### src/rtl/axi_resize_timestamp.sv
// Re-frames a CVITA sample stream into fixed-length output packets with regenerated headers and timestamps.
// Defining AXI_RESIZE_TIMESTAMP_PKTCNT_EN adds the rb_pkt_cnt output packet counter.
module axi_resize_timestamp #(
    parameter int          WIDTH        = 32,
    parameter logic [7:0]  SR_BASE      = 8'd128,
    parameter logic [15:0] DEF_PKT_LEN  = 16'd256,
    parameter logic [31:0] DEF_TIME_INC = 32'd1
) (
    input  logic             clk,
    input  logic             reset,
    input  logic             clear,
    input  logic             set_stb,
    input  logic [7:0]       set_addr,
    input  logic [31:0]      set_data,
    input  logic [15:0]      next_dst,
    input  logic [WIDTH-1:0] s_axis_tdata,
    input  logic [127:0]     s_axis_tuser,
    input  logic             s_axis_tlast,
    input  logic             s_axis_tvalid,
    output logic             s_axis_tready,
    output logic [WIDTH-1:0] m_axis_tdata,
    output logic [127:0]     m_axis_tuser,
    output logic             m_axis_tlast,
    output logic             m_axis_tvalid,
    input  logic             m_axis_tready
`ifdef AXI_RESIZE_TIMESTAMP_PKTCNT_EN
    ,
    output logic [31:0]      rb_pkt_cnt
`endif
);

    localparam logic [7:0] ADDR_PKT_LEN  = SR_BASE;
    localparam logic [7:0] ADDR_TIME_INC = SR_BASE + 8'd1;

    typedef enum logic {
        ST_IDLE = 1'b0,
        ST_RUN  = 1'b1
    } state_t;

    state_t      r_state;
    state_t      w_state_nxt;
    logic [15:0] r_len_cfg;
    logic [31:0] r_inc_cfg;
    logic [15:0] r_pkt_len;
    logic [31:0] r_time_inc;
    logic [15:0] r_cnt;
    logic [11:0] r_seq;
    logic [63:0] r_time_accum;
    logic [63:0] r_pkt_ts;
    logic [1:0]  r_type;
    logic        r_has_time;
    logic [15:0] r_src;

    logic        w_acc;
    logic        w_flush;
    logic        w_eob;
    logic        w_tlast;
    logic [15:0] w_len;
    logic [31:0] w_inc;
    logic [63:0] w_base;
    logic [63:0] w_ts;
    logic [1:0]  w_type;
    logic        w_has_time;
    logic [15:0] w_src;
    logic        w_unused_bits;

    assign m_axis_tdata  = s_axis_tdata;
    assign m_axis_tvalid = s_axis_tvalid;
    assign s_axis_tready = m_axis_tready;

    assign w_acc   = s_axis_tvalid & m_axis_tready;
    assign w_flush = (~reset) | clear;
    // Header length field and upper settings bits are not consumed here.
    assign w_unused_bits = ^{set_data[31:16], s_axis_tuser[123:80]};

    // Next-state logic plus header/tlast generation; the first beat of a burst reads its fields straight from tuser.
    always_comb begin
        w_state_nxt = r_state;
        w_type      = r_type;
        w_has_time  = r_has_time;
        w_src       = r_src;
        w_base      = r_time_accum;
        w_len       = r_pkt_len;
        w_inc       = r_time_inc;
        w_ts        = r_pkt_ts;
        m_axis_tlast = 1'b0;
        m_axis_tuser = 128'd0;

        case (r_state)
            ST_IDLE: begin
                w_type     = s_axis_tuser[127:126];
                w_has_time = s_axis_tuser[125];
                w_src      = s_axis_tuser[79:64];
                w_base     = s_axis_tuser[63:0];
            end
            ST_RUN: begin
                w_type     = r_type;
                w_has_time = r_has_time;
                w_src      = r_src;
                w_base     = r_time_accum;
            end
            default: begin
                w_type     = r_type;
                w_has_time = r_has_time;
                w_src      = r_src;
                w_base     = r_time_accum;
            end
        endcase

        // Settings only apply from an output packet's first beat onward.
        if (r_cnt == 16'd0) begin
            w_len = (r_len_cfg == 16'd0) ? 16'd1 : r_len_cfg;
            w_inc = r_inc_cfg;
            w_ts  = w_base;
        end else begin
            w_len = r_pkt_len;
            w_inc = r_time_inc;
            w_ts  = r_pkt_ts;
        end

        w_eob   = s_axis_tvalid & s_axis_tlast & s_axis_tuser[124];
        w_tlast = w_eob | (r_cnt == (w_len - 16'd1));

        case (r_state)
            ST_IDLE: begin
                if (w_acc && !w_eob) begin
                    w_state_nxt = ST_RUN;
                end else begin
                    w_state_nxt = ST_IDLE;
                end
            end
            ST_RUN: begin
                if (w_acc && w_eob) begin
                    w_state_nxt = ST_IDLE;
                end else begin
                    w_state_nxt = ST_RUN;
                end
            end
            default: w_state_nxt = ST_IDLE;
        endcase

        if (reset) begin
            m_axis_tlast = w_tlast;
            m_axis_tuser = {w_type, w_has_time, w_eob, r_seq, 16'd0, w_src, next_dst, w_ts};
        end else begin
            m_axis_tlast = 1'b0;
            m_axis_tuser = 128'd0;
        end
    end

    // Settings registers survive clear; only reset restores defaults.
    always_ff @(posedge clk) begin
        if (!reset) begin
            r_len_cfg <= DEF_PKT_LEN;
            r_inc_cfg <= DEF_TIME_INC;
        end else if (set_stb) begin
            case (set_addr)
                ADDR_PKT_LEN:  r_len_cfg <= set_data[15:0];
                ADDR_TIME_INC: r_inc_cfg <= set_data;
                default: begin
                    r_len_cfg <= r_len_cfg;
                    r_inc_cfg <= r_inc_cfg;
                end
            endcase
        end
    end

    // Burst state, beat counter, sequence number and timestamp accumulator.
    always_ff @(posedge clk) begin
        if (w_flush) begin
            r_state      <= ST_IDLE;
            r_cnt        <= 16'd0;
            r_seq        <= 12'd0;
            r_time_accum <= 64'd0;
            r_pkt_ts     <= 64'd0;
            r_pkt_len    <= DEF_PKT_LEN;
            r_time_inc   <= DEF_TIME_INC;
            r_type       <= 2'd0;
            r_has_time   <= 1'b0;
            r_src        <= 16'd0;
        end else begin
            r_state <= w_state_nxt;
            if (w_acc) begin
                r_time_accum <= w_base + {32'd0, w_inc};
                r_cnt        <= w_tlast ? 16'd0 : (r_cnt + 16'd1);
                if (w_tlast) begin
                    r_seq <= r_seq + 12'd1;
                end
                if (r_cnt == 16'd0) begin
                    r_pkt_len  <= w_len;
                    r_time_inc <= w_inc;
                    r_pkt_ts   <= w_base;
                end
                if (r_state == ST_IDLE) begin
                    r_type     <= w_type;
                    r_has_time <= w_has_time;
                    r_src      <= w_src;
                end
            end
        end
    end

`ifdef AXI_RESIZE_TIMESTAMP_PKTCNT_EN
    logic [31:0] r_pkt_cnt;

    // Counts output packets (tlast beats), wrapping naturally at 2^32.
    always_ff @(posedge clk) begin
        if (w_flush) begin
            r_pkt_cnt <= 32'd0;
        end else if (w_acc && w_tlast) begin
            r_pkt_cnt <= r_pkt_cnt + 32'd1;
        end
    end

    assign rb_pkt_cnt = r_pkt_cnt;
`endif

endmodule

### config.mk
export PLATFORM = sky130hd
export DESIGN_NAME = axi_resize_timestamp
export DESIGN_NICKNAME = d
export VERILOG_FILES = /design/src/rtl/axi_resize_timestamp.sv
export SDC_FILE = /design/constraint.sdc
export NUM_CORES = 1
export LEC_CHECK = 0
export CAP_MARGIN = 20
export CELL_PAD_IN_SITES_DETAIL_PLACEMENT = 2
export CELL_PAD_IN_SITES_GLOBAL_PLACEMENT = 2
export CORE_MARGIN = 2
export CORE_UTILIZATION = 31
export CTS_CLUSTER_DIAMETER = 150
export DETAILED_ROUTE_END_ITERATION = 16
export PLACE_DENSITY = 0.92
export REMOVE_ABC_BUFFERS = 1
export SYNTH_ARGS = -nofsm -noshare
export SYNTH_HDL_FRONTEND = slang
export SYNTH_SLANG_ARGS = --single-unit
### constraint.sdc
create_clock -name clk -period 17.05 [get_ports clk]
set_input_delay 3.41 -clock clk [delete_from_list [all_inputs] [get_ports clk]]
set_output_delay 3.41 -clock clk [all_outputs]
set_load 0.05 [all_outputs]
==> results by group <==
Timing
  • Endpoints failing setup: 0
  • Min Tclk post-route: 9.74 ns
  • Max_slew headroom: roughly a quarter
  • Slew @ Worst Pin: roughly 1.1 ns
  • Setup WS post-layout: between 7 and 8 ns
  • Hold slack: around 0.45 ns
  • Sum Neg Setup Slack: 0 ns
  • Unrepaired setup endpoints after global routing: false
  • Final Cycle Share: about 57%
  • FMAX: just over 100 MHz
  • Fin. max-slew vios: 0
  • Clock skew: approximately 0.014 ns
  • Fin. Hold Viols: 0

Floorplanning
  • Chip Height: around 240 um
  • Initial Util: 31.4%
  • Rows: 84
  • Die width: about 240 um
  • Die area: 55300 sq um
  • Top Ports: around 390
  • Core outline area: 52700 sq um

CTS
  • CTS HTree Levels: 2
  • Post-CTS Setup Inserts: 0
  • Skew-Pair Late Insertion Delay: between 0.5 and 0.6 ns
  • Clk sinks: around 270
  • Inserted Clock Buffers: 36
  • CTS tree: built
  • PostCTS Resize Cnt: 0
  • CTS max path bufs: 3
  • Clock root buffer: clkbuf_16
  • CTS Hold Bufs: 0
  • Reg clk slew, reported paths: 0.06 ns

Critical path
  • Slowest stage delay, CP: ~0.85 ns
  • WS Path Type: reg -> out
  • Worst Setup End Kind: primary output
  • Worst setup SP type: register
  • Req. time, crit path: between 10 and 15 ns
  • CP Cell Sequence: nor2_2 > nand3_2 > nor2_4 > buf_4 > buf_4 > a41oi_1 > o21ai_0 > nand4b_1 > nor4b_1 > a32oi_2 > nor2b_1 > clkdlybuf4s50_1
  • CP arrival: 6.33 ns
  • Most frequent CP cell: buf_4
  • Crit-path slowest cell: buf_4
  • CP max FO: 79
  • Reg2Reg Setup Slack: 10.31 ns

Yosys
  • Post-synth EDFFs: 0
  • Yosys cell types: 76
  • Flops & latches, synth: 272
  • Synth async-reset ratio: 0%
  • Most common cell in the netlist: nand2_1
  • Post-Syn Instances: roughly 2200
  • Post-synthesis mux area share: 7.98%
  • Top cells by area, synth: dfxtp_1 33%, nand2_1 14%, a21oi_1 6.1%
  • Main combinational cell family by area after synthesis: simple AND/OR/NAND/NOR gates
  • Avg Cell Area, Syn: 7.48 sq um
  • Top cell type's share of synthesized area: around 33%
  • Complex-gate fraction of the synthesized area: between 10% and 20%
  • Area leader, netlist: dfxtp_1
  • Primary FF master, synth: dfxtp_1
  • Post-synthesis cell area: ~17000 sq um
  • XOR/XNOR Fraction of Synth Area: 4.34%
  • Synth top cells by count: 634 x nand2_1, 272 x dfxtp_1, 203 x a21oi_1
  • Sequential-to-total area share from yosys stat: approximately 33%
  • Yosys warnings: 0
  • Post-synthesis simple-gate area fraction: a little over a quarter
  • Post-Synth Adder-Cell Area: around 2.8%

GRT
  • Largest net degree at the start of global routing: 89
  • Gr ovfl total: 0
  • Antenna violations before repair: 4
  • GRT Util Overall: approximately a quarter
  • Number of global-route vias before repair: 18700
  • First-pass GRT wire length: about 110000 um

Route
  • Drt wl/cell: 21.7 um
  • DR vias/cell: 5.45
  • Routed wire length: ~67000 um
  • First-pass DRT Iterations: 4
  • DR vias: 16700
  • Post-route DRC: 0
  • Initial DRC count: 677
  • Remaining antenna violation count: 0

Cells and area
  • Area growth syn-to-layout: 24.1%
  • Fin util: 39.0%
  • Register Area: roughly 5400 sq um
  • Nets: about 2600
  • Fraction of layout cells with a size suffix above 1: 6.85%
  • Layout fillers: ~6000
  • Multi-input logic area: between 10000 and 15000 sq um

Pwr
  • Peak supply drop: ~0.063 mV
  • Clk pwr share: 45.1%
  • Combinational share of power: roughly 16%
  • Pwr Density: roughly 80 nW/um^2
  • Net Sw Frac: just under 30%
  • Seq pwr share: 38.6%
  • Psw: roughly 0.5 mW
  • Leak: about 7.4 nW
  • PnR Total Power: ~1.7 mW
  • Internal power: 1.19 mW

Placement
  • I/O Buffers: about 260
  • Gpl congestion: approximately 0.85
  • Post-DP HPWL: about 46000 um
  • Worst slack at placement: 7.44 ns

Min path
  • Worst hold path type: reg -> reg

Status
  • Status: completed

Job
  • Max Cap Viol: 0
-- cell usage in the layout (no fill, tap or decap), types with 7 or more instances in the layout --
master and n:
a22oi_1 9, nor2_1 87, nor3_1 21, clkbuf_16 37, clkbuf_1 7, o211a_1 21
nor2b_1 43, inv_1 15, a21boi_0 75, a31oi_1 11, a21o_1 13, conb_1 16
xnor2_1 54, o31ai_1 7, clkdlybuf4s50_1 260, buf_4 24, and2_1 37, ha_1 36
xor2_1 28, mux2i_1 70, nor4_1 9, nand3_1 49, and3_1 18, o21ai_0 50
nand4_1 19, a211oi_1 26, or3_1 16, nand2b_1 13, clkinv_2 11, nand3b_1 11
dfxtp_1 271, nand2_1 631, mux2_2 53, a21oi_1 203
-- metrics by stage --
step           std cells  instance area [sq um]
5_1_grt             3070                  20500
3_3_place_gp        3002                  19400
6_report            3071                  20500
4_1_cts             3066                  20500
2_1_floorplan       2030                  15700
3_5_place_dp        3002                  19400
-- layer usage --
layer	vias to the layer above	global-route usage, %	share of wire, %
met5	-	0	0
met4	0	6.83	2.0
met3	82	4.24	3.8
met2	344	42.8	51
met1	8459	28.5	43
li1	7838	-	-
-- worst max-delay path, delay by kind of cell (launching register included) --
kind | cells | cell delay, ns
AND/OR/NAND/NOR | 6 | 1.98
buffers and inverters | 3 | 2.25
AO/OA/AOI/OAI | 3 | 1.01
flip-flops | 1 | 0.40
-- power by group through the flow --
stage               clock network, mW  logic [mW]  registers [mW]
floorplan                           0       0.156           0.665
global placement                    0       0.265           0.664
detailed placement                  0       0.274           0.665
CTS                             0.783       0.278           0.651
global route                    0.808       0.293           0.652
finish                          0.759       0.275           0.651
-- sequential cells by signal, indices dropped and copies added (netlist names), named ones only --
name	flops
r_inc_cfg	32
r_pkt_len	16
r_src	16
r_seq	12
r_has_time	1
r_pkt_ts	64
r_len_cfg	16
r_type	2
r_time_inc	32
r_cnt	16
r_time_accum	64
-- worst paths after layout --
path | depth (start not counted) | to | startpoint
worst max-delay path | 12 | m_axis_tlast | r_cnt[12]$_SDFFE_PP0P_
worst min-delay path | 2 | r_time_accum[24]$_SDFFE_PP0P_ | r_time_accum[24]$_SDFFE_PP0P_
worst max register to register | 19 | r_time_accum[59]$_SDFFE_PP0P_ | r_cnt[12]$_SDFFE_PP0P_
worst min register to register | 2 | r_time_accum[24]$_SDFFE_PP0P_ | r_time_accum[24]$_SDFFE_PP0P_
-- area by class of cell --
| cell class | count | area share [%] |
|---|---|---|
| clock buffers | 48 | 4.91 |
| clock inverters | 16 | 0.676 |
| multi-input cells | 1743 | 49.7 |
| repair buffers | 285 | 13.6 |
| flip-flops and latches | 272 | 26.5 |
| well taps | 688 | 4.19 |
| diodes | 4 | 0.0487 |
| inverters | 15 | 0.274 |
-- logic make-up (layout without fill, tap and decap cells) --
| group | after synthesis | count (layout) |
|---|---|---|
| xor gates and xnor gates | 82 | 82 |
| and+or+nand+nor | 1001 | 1001 |
| AOI/OAI and AO/OA | 483 | 483 |
| muxes | 124 | 124 |
| buffers and inverters | 212 | 364 |
| adders and majority gates | 37 | 37 |
| other | 1 | 20 |
| DFF | 272 | 272 |
Power figures use the tool's default switching activity.
